`config.mk`:
```
export PLATFORM = sky130hd
export DESIGN_NAME = seg_scan_ctrl
export DESIGN_NICKNAME = d
export VERILOG_FILES = /design/src/rtl/seg_scan_ctrl.sv
export SDC_FILE = /design/constraint.sdc
export NUM_CORES = 1
export LEC_CHECK = 0
export ABC_AREA = 1
export CORE_ASPECT_RATIO = 0.5
export CORE_MARGIN = 2
export CORE_UTILIZATION = 35
export DETAILED_ROUTE_END_ITERATION = 16
export GPL_ROUTABILITY_DRIVEN = 0
export MAX_ROUTING_LAYER = met4
export PLACE_DENSITY_LB_ADDON = 0.08
export SYNTH_ARGS = -nofsm -noshare
export SYNTH_HDL_FRONTEND = slang
export SYNTH_SLANG_ARGS = --single-unit
```
`constraint.sdc`:
```
create_clock -name clk -period 3.6 [get_ports clk]
set_input_delay 0.9 -clock clk [delete_from_list [all_inputs] [get_ports clk]]
set_output_delay 0.9 -clock clk [all_outputs]
set_load 0.02 [all_outputs]
```
`src/rtl/seg_scan_ctrl.sv`:
```
// ============================================================================
// Module  : seg_scan_ctrl
// Brief   : Time-multiplexed 7-segment scan controller sharing one external
//           BCD_7SEG decoder across NUM_DIGITS common-anode digits, with a
//           blanking guard and a double-buffered frame.
//           Optional macro: LEADING_ZERO_BLANK_EN (suppress leading zeros).
// Revision: 1.0 - initial release
// ============================================================================
`default_nettype none

module seg_scan_ctrl #(
    parameter int NUM_DIGITS   = 4,
    parameter int REFRESH_DIV  = 1000,
    parameter int BLANK_CYCLES = 2
) (
    input  logic                    clk,
    input  logic                    rst_n,
    input  logic                    load,
    input  logic [4*NUM_DIGITS-1:0] din,
    input  logic [7:0]              seg_in,
    output logic [3:0]              bcd,
    output logic [7:0]              seg_out,
    output logic [NUM_DIGITS-1:0]   an,
    output logic                    frame_done,
    output logic                    pending
);

    localparam int c_tmax = (REFRESH_DIV > BLANK_CYCLES) ? REFRESH_DIV : BLANK_CYCLES;
    localparam int c_tw   = (c_tmax > 1) ? $clog2(c_tmax) : 1;
    localparam int c_iw   = $clog2(NUM_DIGITS);
    localparam int c_fw   = 4 * NUM_DIGITS;

    localparam logic [c_tw-1:0] c_show_last  = c_tw'(REFRESH_DIV - 1);
    localparam logic [c_tw-1:0] c_blank_last = c_tw'(BLANK_CYCLES - 1);
    localparam logic [c_iw-1:0] c_idx_last   = c_iw'(NUM_DIGITS - 1);

    localparam logic [0:0] c_st_blank = 1'b0;
    localparam logic [0:0] c_st_show  = 1'b1;

    logic [0:0]      state_q, state_d;
    logic [c_iw-1:0] idx_q,   idx_d;
    logic [c_tw-1:0] timer_q, timer_d;
    logic [c_fw-1:0] disp_q,  disp_d;
    logic [c_fw-1:0] pbuf_q,  pbuf_d;
    logic            pend_q,  pend_d;
    logic [3:0]      bcd_q,   bcd_d;

    logic w_show_end;
    logic w_frame_end;
    logic w_apply;
    logic w_lz_blank;

    function automatic logic [3:0] digit_sel(input logic [c_fw-1:0] frame,
                                             input logic [c_iw-1:0] sel);
        logic [3:0] d;
        d = 4'h0;
        for (int k = 0; k < NUM_DIGITS; k++) begin
            if (c_iw'(k) == sel) begin
                d = frame[4*k +: 4];
            end
        end
        return d;
    endfunction

    assign w_show_end  = (state_q == c_st_show) && (timer_q == c_show_last);
    assign w_frame_end = w_show_end && (idx_q == c_idx_last);
    assign w_apply     = w_frame_end && pend_q;

    // State register
    always_ff @(posedge clk or negedge rst_n) begin
        if (!rst_n) begin
            state_q <= c_st_blank;
            idx_q   <= '0;
            timer_q <= '0;
            disp_q  <= '0;
            pbuf_q  <= '0;
            pend_q  <= 1'b0;
            bcd_q   <= 4'h0;
        end else begin
            state_q <= state_d;
            idx_q   <= idx_d;
            timer_q <= timer_d;
            disp_q  <= disp_d;
            pbuf_q  <= pbuf_d;
            pend_q  <= pend_d;
            bcd_q   <= bcd_d;
        end
    end

    // Next-state logic
    always_comb begin
        state_d = state_q;
        idx_d   = idx_q;
        timer_d = timer_q;
        disp_d  = disp_q;
        pbuf_d  = pbuf_q;
        pend_d  = pend_q;
        bcd_d   = bcd_q;

        case (state_q)
            c_st_blank: begin
                if (timer_q == c_blank_last) begin
                    state_d = c_st_show;
                    timer_d = '0;
                end else begin
                    timer_d = timer_q + 1'b1;
                end
            end
            default: begin
                if (w_show_end) begin
                    state_d = c_st_blank;
                    timer_d = '0;
                    idx_d   = (idx_q == c_idx_last) ? '0 : idx_q + 1'b1;
                    // Digit 0 of a new frame must come from the buffer being applied now
                    bcd_d   = digit_sel(w_apply ? pbuf_q : disp_q, idx_d);
                end else begin
                    timer_d = timer_q + 1'b1;
                end
            end
        endcase

        if (w_apply) begin
            disp_d = pbuf_q;
            pend_d = 1'b0;
        end
        // A load coinciding with the apply only refills the pending buffer
        if (load) begin
            pbuf_d = din;
            pend_d = 1'b1;
        end
    end

`ifdef LEADING_ZERO_BLANK_EN
    // Bit k set when digit k and every digit above it are zero
    logic [NUM_DIGITS-1:0] w_upper_zero;

    always_comb begin
        w_upper_zero = '0;
        w_upper_zero[NUM_DIGITS-1] = (disp_q[c_fw-1 -: 4] == 4'h0);
        for (int k = NUM_DIGITS - 2; k >= 0; k--) begin
            w_upper_zero[k] = w_upper_zero[k+1] && (disp_q[4*k +: 4] == 4'h0);
        end
    end

    assign w_lz_blank = (idx_q != '0) && w_upper_zero[idx_q];
`else
    assign w_lz_blank = 1'b0;
`endif

    // Output logic
    always_comb begin
        an      = '1;
        seg_out = 8'h00;
        if ((state_q == c_st_show) && !w_lz_blank) begin
            an[idx_q] = 1'b0;
            seg_out   = seg_in;
        end
    end

    assign bcd        = bcd_q;
    assign frame_done = w_frame_end;
    assign pending    = pend_q;

endmodule

`default_nettype wire

```
# Word-level counts from Yosys, hierarchy flattened
# Index checks and enable logic that the tools add are counted.
# W data, S select, Z words.
# totals
out_inout_bits,18
register_bits,50
in_bits,27
# classes
bitwise,1
n_addsub,2
n_reduce_logical,7
n_eq_ne,6
order_cmp,2
mux,18
# op_table
cell,n
$mux W10,3
$mux W4,5
$mux W16,1
$add A10 B1 Y10 const B,1
$eq A10 B1 Y1 const B,1
$eq A10 B10 Y1 const B,1
$mux W8,1
$mux W1,6
$eq A2 B2 Y1 const A,2
$logic_and A1 B1 Y1,4
$not A4 Y4,1
$lt A2 B3 Y1 const B,1
$add A2 B1 Y2 const B,1
$demux W1 S2,1
$eq A1 B2 Y1 const A,1
$eq A2 B2 Y1 const B,1
$ge A2 B1 Y1 const B,1
$logic_not A2 Y1,1
$mux W2,1
$reduce_and A2 Y1,1
$reduce_bool A2 Y1,1

# Logic depth before layout (Yosys ltp)
# Gate-level depths: netlist (run 1).
# depth
ltp_word,9
mapped_depth,12
mapped_depth_nobuf,11

# Least setup slack after synthesis (run 1)
# OpenSTA, ideal clock, no wires.
# synth_path
path_type,register to output
from,register timer_q[0]
to,output port frame_done
setup_slack_ns,1.374
arrival_ns,1.326
stages_incl_launch_ff,6
required_ns,2.700
path_cell_list,dfrtp_1 -> ha_1 -> nand2_2 -> nor4_2 -> inv_1 -> nor2_1
# synth_via
elab_chain_cells,3
# synth_lines
element,line,source
start: declaration,42,"logic [c_tw-1:0] timer_q, timer_d;"
start signal: assignment,82,timer_q <= timer_d;
$eq A10 B10 Y1,65,assign w_show_end = (state_q == c_st_show) && (timer_q == c_show_last);
$logic_and A1 B1 Y1,65,
$logic_and A1 B1 Y1,66,assign w_frame_end = w_show_end && (idx_q == c_idx_last);
end: declaration,24,"output logic frame_done,"
# No other way between the ends.

# Worst setup path in the final report (run 1)
# Ends and elaborated chain as after synthesis.

==> impl.org, run 1 <==
** Routing
- Detailed routing inserted a total of 2134 vias.
- Routed length per placed instance :: around 12 um
- Signal routing reaches up to met4.
- Wires add up to 5670 um.
- Routed met3 length :: 206 um
- Wl on met1 :: 2920 um
- In this run, the number of DRC markers left after iteration 0 of detailed routing was 98.
- Detailed routing placed a total of 2460 um of wire on met2.
- The count of nets left with antenna violations once routing finished came out at 0.
- Number of detailed-routing iterations run before antenna repair :: 4
- Drc violations :: 0
- Dividing the detail-routed via count by the number of cells gives 4.50.

** Clock tree
- Buffers inserted during clock tree synthesis total 5.
- Latest clock arrival within the worst-skew pair :: 0.30 ns
- In this run the clock root is driven by a sky130_fd_sc_hd__clkbuf_16.
- Clock transition at the register clock pins on the worst setup and hold paths after CTS :: 0.07 ns
- Once the clock tree was built, the resizer swapped 0 gates to a different size.
- Counting along the longest clock path gives a buffer depth of 2.
- Clock tree from TritonCTS :: done
- Clock tree synthesis found a total of 50 sinks.
- H-tree levels :: 2
- Count of hold-fix buffers inserted at cts :: 0
- Post-CTS repair timing setup buffer count :: 0

** Logic synthesis
- By area the synthesized netlist is led by sky130_fd_sc_hd__dfrtp_1 (48%), sky130_fd_sc_hd__nand2_1 (14%), sky130_fd_sc_hd__inv_1 (7.9%).
- In this run, synthesis inferred 0 flip-flops with an integrated enable.
- Post-synthesis register bit count :: 50
- In this run the mean area of a mapped cell was 7.80 um2.
- The Yosys step of the flow raised 0 warnings.
- Ys async rst share :: 100%
- Yosys top cell area share :: 48.1%
- Synthesized Nets :: 370
- The largest total area in the synthesized netlist belongs to sky130_fd_sc_hd__dfrtp_1.
- Leading register cell type out of synthesis :: sky130_fd_sc_hd__dfrtp_1
- After synthesis the cells add up to roughly 0.0026 mm2.
- Synthesis handed over a netlist of 333 instances.
- Register area share after synthesis :: 48.1%
- Distinct cell type count after synthesis :: 25

** Job
- Number of maximum-capacitance constraint violations :: 0

** Floorplanning
- Number of top-level pins :: 45
- Number of placement rows :: 22
- The total area inside the core boundary comes to 0.00727 mm2.
- Y dimension of the die :: 64.9 um
- From left edge to right edge, the die measures 126 um.
- The initial utilization of the core area, before any placement, comes to 35.8%.
- Die area :: 0.00817 mm2

** Power and ir drop
- The analysis attributes to net switching a power of around 0.00027 W.
- Peak VDD IR :: ~0.00018 V
- Sequential share of power :: 50.8%
- Clock network power share :: 41.9%
- Sw Share :: 23.2%
- Power spread over the standard cell area amounts to ~350 mW/mm2.
- Logic gate share of total power :: 7.3%
- Summed over all cells, the static leakage comes to 1.72 nW.
- Internal power :: 0.000880 W

** Global routing
- The initial antenna violation count was 0.
- The first global-routing pass estimated between 9000 and 10000 um of wire.
- Final global-route overflow total :: 0
- Entering global routing, the biggest net connects 28 pins.
- For this run, the total global-route usage over all layers was measured as 15.6%.
- Via count of the first global-routing pass :: between 2k and 2.5k

** Setup path
- Worst Path Max Fanout :: 5
- The worst setup path is of the reg -> out kind.
- STA classifies the critical path startpoint as a flop.
- Required time worst endpoint :: 2.70 ns
- Data on the critical path arrives at its endpoint at 2.22 ns.
- The worst setup path is captured at an output pin.

** STA
- The clock arrives with ~0.0086 ns of skew.
- Maximum clock rate :: 320 MHz
- Sum Neg Setup Slack :: 0 ns
- For the pin with the worst max-slew slack, the measured transition is a little under 0.9 ns.
- Final critical path time including I/O delays and setup :: ~3.1 ns
- The total count of hold-check failures in the final report is 0.
- The final-report max-slew violation count came to 0.
- Slew HR :: around two fifths
- Setup violations remaining at the end of the flow were counted as 0.
- Setup repair after global routing missed its margin :: no
- Final clock period utilization by the worst path :: 86.8%

** Layout
- From synthesis to final layout, the design area changed by 26.2%.
- 0 antenna diodes ended up in the layout.
- Final Core Density :: 45.1%
- The post-route netlist has 6.61% of its cells at a drive strength greater than 1.
- In the final design database the tool counted around 410 nets.

** Outcome
- Run status :: complete, no violations

** Worst hold path
- In this run the worst hold path is classified as reg -> reg.

** Placement
- Port Buf Inserts :: 44
- HPWL Detailed :: 4220 um
==> final timing paths <==
kind	from	to	slack, ns	cells after the start
max in group asynchronous	rst_n	disp_q[7]$_DFF_PN0_	2.19	2
min	pbuf_q[15]$_DFFE_PN0P_	pbuf_q[15]$_DFFE_PN0P_	0.48	2
min in group asynchronous	rst_n	timer_q[3]$_DFF_PN0_	0.63	1
max	timer_q[0]$_DFF_PN0_	frame_done	0.48	6
min reg2reg	pbuf_q[15]$_DFFE_PN0P_	pbuf_q[15]$_DFFE_PN0P_	0.48	2
max reg2reg	state_q$_DFF_PN0_	bcd[2]$_DFFE_PN0P_	1.01	7
==> cell usage in the layout (no fill, tap or decap) <==
master,Yosys,routed
sky130_fd_sc_hd__a21oi_1,7,7
sky130_fd_sc_hd__and2_1,12,12
sky130_fd_sc_hd__buf_2,5,1
sky130_fd_sc_hd__buf_4,1,3
sky130_fd_sc_hd__clkbuf_16,0,5
sky130_fd_sc_hd__clkdlybuf4s50_1,0,43
sky130_fd_sc_hd__clkinv_4,0,1
sky130_fd_sc_hd__clkinvlp_4,0,1
sky130_fd_sc_hd__dfrtp_1,50,50
sky130_fd_sc_hd__ha_1,10,10
sky130_fd_sc_hd__inv_1,55,55
sky130_fd_sc_hd__inv_2,9,9
sky130_fd_sc_hd__inv_6,0,1
sky130_fd_sc_hd__mux2i_1,1,1
sky130_fd_sc_hd__nand2_1,95,95
sky130_fd_sc_hd__nand2_2,1,1
sky130_fd_sc_hd__nand3_1,15,15
sky130_fd_sc_hd__nand4_1,16,16
sky130_fd_sc_hd__nor2_1,16,16
sky130_fd_sc_hd__nor2_2,1,1
sky130_fd_sc_hd__nor3_1,6,6
sky130_fd_sc_hd__nor3b_1,2,2
sky130_fd_sc_hd__nor4_1,1,1
sky130_fd_sc_hd__nor4_2,1,1
sky130_fd_sc_hd__nor4_4,1,1
sky130_fd_sc_hd__o21ai_0,15,15
sky130_fd_sc_hd__o21ai_1,7,7
sky130_fd_sc_hd__or2_0,1,1
sky130_fd_sc_hd__xor2_1,1,1
==> sequential cells by signal, summed over array words and instances, names as in the netlist <==
signal   cells
disp_q      16
pbuf_q      16
timer_q     10
bcd          4
idx_q        2
pending      1
state_q      1
==> power by group through the flow <==
stage / clock (W) / sequential [W] / combinational, W
6_report: 0.000481 / 0.000582 / 0.0000839
5_1_grt: 0.000523 / 0.000584 / 0.0000948
4_1_cts: 0.000495 / 0.000582 / 0.0000863
3_5_place_dp: 0 / 0.000593 / 0.0000861
3_3_place_gp: 0 / 0.000593 / 0.0000837
2_1_floorplan: 0 / 0.000592 / 0.0000298
==> critical path: stages, from the launching register on <==
cell	delay, ns
sky130_fd_sc_hd__dfrtp_1	0.42
sky130_fd_sc_hd__ha_1	0.26
sky130_fd_sc_hd__nand2_2	0.12
sky130_fd_sc_hd__nor4_2	0.36
sky130_fd_sc_hd__inv_1	0.07
sky130_fd_sc_hd__nor2_1	0.09
sky130_fd_sc_hd__clkdlybuf4s50_1	0.61
==> final cells by class <==
class	count	area (um2)
Timing Repair Buffer	47	458
Multi-Input combinational cell	209	1060
Clock buffer	5	125
Clock inverter	3	25.0
Inverter	64	240
Tap cell	96	120
Sequential cell	50	1250
Fill cell	736	3990
==> synth_stat cells, types with 7 or more instances <==
library cell              instances
sky130_fd_sc_hd__o21ai_1          7
sky130_fd_sc_hd__nand2_1         95
sky130_fd_sc_hd__a21oi_1          7
sky130_fd_sc_hd__nor2_1          16
sky130_fd_sc_hd__nand4_1         16
sky130_fd_sc_hd__inv_2            9
sky130_fd_sc_hd__inv_1           55
sky130_fd_sc_hd__o21ai_0         15
sky130_fd_sc_hd__ha_1            10
sky130_fd_sc_hd__dfrtp_1         50
sky130_fd_sc_hd__nand3_1         15
sky130_fd_sc_hd__and2_1          12
==> metrics by stage <==
step	instances	hold slack [ns]	total power [W]	worst slack, ns	instance area [um2]
2_1_floorplan	333	0.442	0.000622	1.37	2600
3_3_place_gp	466	0.465	0.000677	0.637	3130
3_5_place_dp	466	0.469	0.000679	0.602	3130
4_1_cts	474	0.486	0.00116	0.472	3280
5_1_grt	474	0.519	0.00120	0.257	3280
6_report	474	0.485	0.00115	0.475	3280
==> layer usage <==
layer  track usage [%]  vias up
met5                 -        -
met4              5.22        0
met3              4.62        7
met2              23.5       33
met1              20.2      982
li1                  -     1112
==> cells by family (layout without fill, tap and decap cells) <==
kind of cell               count (synthesis)  count (layout)  synth area share, %
buffers and inverters                     74             119                 11.1
adders and majority gates                 10              10                 4.81
AOI/OAI and AO/OA                         29              29                 5.58
xor gates and xnor gates                   1               1                0.337
and+or+nand+nor                          168             168                 29.7
DFF                                       50              50                 48.1
muxes                                      1               1                0.385
(Power assumes the default switching activity.)
==> run 2, diff against run 1 <==
CORE_MARGIN = 1.5   (was 2)
CORE_UTILIZATION = 57   (was 35)
==> impl.org, run 2 (synthesized netlist as in run 1, its figures left out) <==
** Layout
- Filler Cells Inserted :: 347 (-53%)
- The final cell count without fillers was 433 (-8.6%).
- Registers with the most flip-flops :: disp_q x16, pbuf_q x16, timer_q x10
- From synthesis to final layout, the design area changed by 21.4%.
- The share of post-route cells with drive strength above 1 is 6.12% (-0.50 points).
- Leaving out fill and tap cells, the most frequent cell in the layout is sky130_fd_sc_hd__nand2_1.
- The post-route cell area came to 0.00316 mm2 (-3.8%).
- Footprint of the flip-flops and latches :: 0.00125 mm2 (unchanged)
- Final Core Density :: 72.0% (+27 points)
- Area of the multi-input gates :: 0.00106 mm2 (unchanged)
- The diode insertion count for antenna repair came to 0 (unchanged).
- Number of nets in the layout :: 412 (-0.48%)
- The library cells used most frequently in the layout, excluding fill and tap cells, are sky130_fd_sc_hd__nand2_1 (95), sky130_fd_sc_hd__inv_1 (55), sky130_fd_sc_hd__dfrtp_1 (50), sky130_fd_sc_hd__clkdlybuf4s50_1 (43).

** Global routing
- The remaining global-route overflow was 0 (unchanged).
- The number of global-route vias before repair was 2149 (+6.0%).
- Initial antenna violation count :: 0 (unchanged)
- The pin count of the biggest net entering global routing came to 34 (+21%).
- The wire length of the first global-routing pass came to 9290 um (-3.8%).
- The all-layer global routing usage came to 24.5% (+8.9 points).

** Routing
- The iteration count of the initial detailed-routing pass was 5 (+1).
- The count of vias placed by the detailed router is 2184 (+2.3%).
- Post-route ant nets :: 0 (unchanged)
- The DRC marker count from the first detailed-route iteration was 95 (-3.1%).
- The final routed DRC violation total came to 0 (unchanged).
- The final routed wirelength across all metal layers came to 5370 um (-5.3%).
- The detailed-route vias per instance is 5.04 (+12%).
- Routed length per placed instance :: 12.4 um (+3.7%)

** Setup path
- Type of the worst setup path :: reg -> out
- The worst register-to-register path begins at state_q$_DFF_PN0_.
- The highest net fanout along the worst path was 5 (unchanged).
- Critical Path Source Type :: flop
- Required time worst endpoint :: 2.70 ns (about the same)
- Sort of element at the end of the critical path :: output pin
- Data arrival time of the critical path :: 2.30 ns (+0.08 ns)
- The critical path starts at timer_q[0]$_DFF_PN0_.

** Placement
- The instance area at placement was 0.00307 mm2 (-2.0%).
- The number of cells after detailed placement is 425 (-8.8%).
- The count of input and output buffers is 44 (unchanged).
- The HPWL after detailed placement is 4040 um (-4.2%).

** Worst hold path
- The min-delay analysis places its worst path in the category reg -> reg.
- In this run the most critical hold path is launched from pbuf_q[14]$_DFFE_PN0P_.

** Floorplanning
- The starting utilization of the core area was 59.3% (+24 points).
- Y dimension of the die :: 50.7 um (-22%)
- The top-level port count was 45 (unchanged).
- Die area :: 0.00500 mm2 (-39%)
- The count of standard-cell rows came to 17 (-23%).
- The die extent in x came to 98.5 um (-22%).
- The area of the core was 0.00438 mm2 (-40%).

** Clock tree
- The post-CTS setup buffer count is 0 (unchanged).
- H-tree levels :: 2 (unchanged)
- The clock-pin slew reported for the worst setup and hold paths after clock tree synthesis is 0.10 ns (+0.03 ns).
- Number of gates resized after cts :: 0 (unchanged)
- Maximum root-to-sink buffer count :: 2 (unchanged)
- The clock network latency to the later pin of the worst-skew pair is 0.30 ns (about the same).
- TritonCTS built the clock tree.
- Count of hold-fix buffers inserted at cts :: 0 (unchanged)
- The cell sitting at the root of the clock tree is a sky130_fd_sc_hd__clkbuf_8.
- The total clock buffers created by CTS is 5 (unchanged).
- Sinks on the clock net :: 50 (unchanged)

** STA
- Hold violation total from the final report :: 0 (unchanged)
- Final number of setup-violating endpoints :: 0 (unchanged)
- Setup repair after global routing left no endpoint under its margin.
- The transition at the pin with the smallest max-transition slack was 0.831 ns (-0.0375 ns).
- The period utilization came to 88.8% (+2.0 points).
- The final-report max-slew violation count was 0 (unchanged).
- Sum Neg Setup Slack :: 0 ns (unchanged)
- The time the final worst path needs with I/O delays and setup was 3.20 ns (+0.0724 ns).
- Clock skew after layout :: 0.00466 ns (-0.00390 ns)
- The highest clock frequency the design can meet came to 313 MHz (-2.3%).
- Slew HR :: 44.4% (+2.5 points)

** Outcome
- Run status :: complete, no violations

** Power and ir drop
- The leakage power was 1.69 nW (-2.0%).
- Design Power :: 0.000994 W (-13%)
- The peak ir drop on the vdd network is 0.000219 V (+21%).
- The power density relative to cell area was 315 mW/mm2 (-9.9%).

** Job
- The max-cap violation count was 0 (unchanged).
run 2: cell count changes in the layout (fill, tap and decap cells not counted), sizes merged:
cell / delta
inv: -1
clkinv: +1
buf: -2
run 2: routing by layer:
layer | global-route usage, % | vias up | part of all wire (%) | wire, um
li1 | - | 1114 | - | -
met1 | 30.2 | 1023 | 46 | 2470
met2 | 41.9 | 43 | 49 | 2630
met3 | 5.29 | 4 | 4.3 | 233
met4 | 6.10 | 0 | 0.54 | 29
met5 | - | - | 0 | 0
run 2: critical path: stages, from the launching register on:
cell and delay (ns):
sky130_fd_sc_hd__dfrtp_1 0.42, sky130_fd_sc_hd__ha_1 0.24, sky130_fd_sc_hd__nand2_2 0.11, sky130_fd_sc_hd__nor4_2 0.35, sky130_fd_sc_hd__inv_1 0.09, sky130_fd_sc_hd__nor2_1 0.15, sky130_fd_sc_hd__clkdlybuf4s50_1 0.63
run 2: stage by stage:
step           setup WS, ns  hold slack [ns]
5_1_grt               0.260            0.507
2_1_floorplan          1.37            0.442
6_report              0.403            0.478
3_3_place_gp          0.646            0.462
4_1_cts               0.395            0.483
3_5_place_dp          0.587            0.459
run 2: where the power goes:
part | internal (W) | leakage (nW) | switching, W
sequential | 0.000577 | 0.636 | 0.00000519
combinational | 0.0000411 | 1.01 | 0.0000410
clock | 0.000137 | 0.0441 | 0.000193
total | 0.000755 | 1.69 | 0.000239
run 2: path summary, 6_finish.rpt:
kind | slack [ns] | to | cells after the start
min in group asynchronous | 0.65 | timer_q[1]$_DFF_PN0_ | 1
worst min register to register | 0.48 | pbuf_q[14]$_DFFE_PN0P_ | 2
worst min-delay path | 0.48 | pbuf_q[14]$_DFFE_PN0P_ | 2
max in group asynchronous | 2.24 | pbuf_q[5]$_DFFE_PN0P_ | 2
worst max-delay path | 0.40 | frame_done | 6
worst max register to register | 1.08 | bcd[1]$_DFFE_PN0P_ | 10
run 2: final cells by class:
class                   instances  area share [%]
inverters                      64            7.61
well taps                      57            2.26
clock buffers                   5            2.18
flip-flops and latches         50            39.7
multi-input cells             209            33.6
repair buffers                 45            14.0
clock inverters                 3           0.674
==> run 3, diff against run 2 <==
CORE_UTILIZATION = 53   (was 57)
clock period = 2.95 ns   (was 3.6 ns; I/O delays follow)
==> impl.org, run 3 (synthesized netlist as in run 1, its figures left out) <==
** STA
- Slew HR :: 63.7% (+19 points)
- The total count of hold-check failures in the final report is 0 (unchanged).
- Setup repair after global routing missed its margin :: no
- The worst clock skew came to 0.00450 ns (-0.000165 ns).
- Final number of setup-violating endpoints :: 0 (unchanged)
- Count of pins over their slew limit :: 0 (unchanged)
- Maximum clock rate :: 375 MHz
- Final clock period utilization by the worst path :: 90.5%
- The transition at the pin with the smallest max-transition slack came to 0.544 ns (-0.288 ns).
- The sum of negative setup slack is 0 ns (unchanged).
- For the finished layout, the period the worst path requires is roughly 2.7 ns.
- The worst-case hold slack came to 0.319 ns (-0.159 ns).
- Worst Setup Slack, final :: 0.280 ns (-0.123 ns)

** Floorplanning
- The area of the core was 0.00455 mm2 (+3.9%).
- The top-level port count was 45 (unchanged).
- The starting utilization of the core area was 57.1% (-2.2 points).
- The die area is 0.00536 mm2 (+7.2%).
- The count of standard-cell rows came to 17 (unchanged).
- Horizontal extent of the die :: 102 um (+3.6%)
- Y dimension of the die :: 52.5 um (+3.5%)

** Placement
- HPWL Detailed :: 4120 um (+2.0%)
- The count of input and output buffers is 44 (unchanged).
- The instance area at placement was 0.00311 mm2 (+1.3%).
- The worst setup slack before clock tree synthesis is 0.283 ns (-0.305 ns).

** Setup path
- The data required time of the worst path was 2.21 ns (-0.49 ns).
- The number of buffers and inverters on the critical path came to 3 (+1).
- Critical Path Source Type :: primary input
- Data arrival time of the critical path :: 1.93 ns (-0.37 ns)
- Setup slack of the most critical reg-to-reg path :: 0.96 ns (-0.12 ns)
- On the critical path the largest part of the delay comes from buffers and inverters.
- Sort of element at the end of the critical path :: output pin
- Cell mode on critical path :: sky130_fd_sc_hd__clkdlybuf4s50_1
- The critical path goes through clkdlybuf4s50_1, nand2_1, inv_1, clkdlybuf4s50_1.
- The critical path in this run is classified as in -> out.
- For this design, the slowest cell found on the critical path is sky130_fd_sc_hd__clkdlybuf4s50_1.
- CP max stage delay :: 0.60 ns (-0.03 ns)
- Worst Path Max Fanout :: 1 (-4)

** Routing
- First-iteration detailed-routing DRC count :: 56 (-41%)
- Via count of the routed design :: 2177 (-0.32%)
- The final routed wirelength across all metal layers came to 5320 um (-0.95%).
- Routed length per placed instance :: 11.9 um (-3.8%)
- Post-route ant nets :: 0 (unchanged)
- The detailed-route vias per instance was 4.88 (-3.2%).
- The iteration count of the initial detailed-routing pass is 4 (-1).
- Drc violations :: 0 (unchanged)

** Power and ir drop
- Sw Share :: 23.2% (-0.86 points)
- The share of total power in combinational logic was 8.5% (+0.2 points).
- The leakage power came to 1.72 nW (+2.2%).
- The power density relative to cell area came to 376 mW/mm2 (+19%).
- Sequential share of power :: 59.1% (+0.5 points)
- The reported net switching power was 0.000279 W (+17%).
- The cell internal power dissipation came to 0.000923 W (+22%).
- The peak ir drop on the vdd network came to 0.000238 V (+8.4%).
- The fraction of power consumed by the clock network was 32.4% (-0.8 points).

** Job
- Number of maximum-capacitance constraint violations :: 0 (unchanged)

** Global routing
- The pin count of the biggest net entering global routing came to 37 (+8.8%).
- The all-layer global routing usage came to 24.0% (-0.49 points).
- Final global-route overflow total :: 0 (unchanged)
- Via count of the first global-routing pass :: 2133 (-0.74%)
- The initial antenna violation count was 0 (unchanged).
- The wire length of the first global-routing pass was 9390 um (+1.0%).

** Layout
- Design Area, Final :: 0.00320 mm2 (+1.3%)
- Registers with the most flip-flops :: disp_q x16, pbuf_q x16, timer_q x10
- In the layout the commonest cells are sky130_fd_sc_hd__nand2_1 (95), sky130_fd_sc_hd__inv_1 (55), sky130_fd_sc_hd__dfrtp_1 (50), sky130_fd_sc_hd__clkdlybuf4s50_1 (42).
- Final Core Density :: 70.2% (-1.8 points)
- Fraction of layout cells with a size suffix above 1 :: 6.84% (+0.73 points)
- The library cell used most frequently in the layout, excluding fill and tap cells, is sky130_fd_sc_hd__nand2_1.
- The number of nets in the layout is 416 (+0.97%).
- The diode insertion count for antenna repair is 0 (unchanged).
- Area growth from synthesis to layout :: 23.0%

** Clock tree
- The number of levels the H-tree was split into came to 2 (unchanged).
- Latest clock arrival within the worst-skew pair :: 0.30 ns (about the same)
- The clock-pin slew reported for the worst setup and hold paths after clock tree synthesis came to 0.09 ns (about the same).
- Sinks on the clock net :: 50 (unchanged)
- Clock root buffer master :: sky130_fd_sc_hd__clkbuf_8
- Clock tree from TritonCTS :: done
- The total clock buffers created by CTS came to 5 (unchanged).
- Maximum root-to-sink buffer count :: 2 (unchanged)

** Outcome
- The run finished with clean final reports.

** Worst hold path
- HP Class :: in -> async
[run 3: changes by cell type in the layout (fill, tap and decap cells not counted), sizes merged]
cell and change:
clkdlybuf4s50 -1, dlymetal6s2s +1, clkbuf +1, buf +4, clkinvlp -1
[run 3: worst reg2reg max path, stage by stage (launching register included)]
cell	delay [ns]
sky130_fd_sc_hd__dfrtp_1	0.60
sky130_fd_sc_hd__nand2_1	0.25
sky130_fd_sc_hd__inv_2	0.25
sky130_fd_sc_hd__nand4_1	0.13
sky130_fd_sc_hd__buf_4	0.22
sky130_fd_sc_hd__o21ai_1	0.22
sky130_fd_sc_hd__a21oi_1	0.10
sky130_fd_sc_hd__nand2_1	0.08
sky130_fd_sc_hd__nand2_1	0.04
[run 3: final timing paths]
path	start	to	depth (start not counted)
worst max-delay path	seg_in[1]	seg_out[1]	4
worst min-delay path	rst_n	timer_q[3]$_DFF_PN0_	1
worst max register to register	state_q$_DFF_PN0_	bcd[0]$_DFFE_PN0P_	8
worst min register to register	pbuf_q[12]$_DFFE_PN0P_	pbuf_q[12]$_DFFE_PN0P_	2
max in group asynchronous	rst_n	pbuf_q[8]$_DFFE_PN0P_	2
min in group clk	pbuf_q[12]$_DFFE_PN0P_	pbuf_q[12]$_DFFE_PN0P_	2
[run 3: final cells by class]
cell class,count,area (um2)
clock buffer,6,72.6
inverter,64,240
sequential,50,1250
tap,66,82.6
fill,377,1360
clock inverter,2,13.8
multi-input combinational,209,1060
timing repair buffer,49,475
[run 3: metrics by stage]
stage | instances | power (W)
finish | 446 | 0.00120
CTS | 446 | 0.00122
global route | 446 | 0.00126
global placement | 438 | 0.000824
detailed placement | 438 | 0.000828
floorplan | 333 | 0.000759
[run 3: what timing repair did]
| action | 4_1_cts | 5_1_grt |
|---|---|---|
| hold buffers | 0 | 0 |
| endpoints found under the setup margin | 0 | 1 |
| resized for setup | 0 | 1 |
| buffers inserted | 0 | 0 |
[run 3: metal layers]
layer	GRT usage [%]	part of all wire [%]
met1	28.6	46
met2	40.9	48
met3	5.87	4.7
met4	7.53	1.0
met5	-	0
[run 3: power by group through the flow]
stage               clock (W)  sequential, W  combinational [W]
floorplan                   0       0.000723          0.0000363
global placement            0       0.000724           0.000101
detailed placement          0       0.000724           0.000104
CTS                  0.000407       0.000711           0.000104
global route         0.000435       0.000713           0.000116
finish               0.000390       0.000710           0.000102
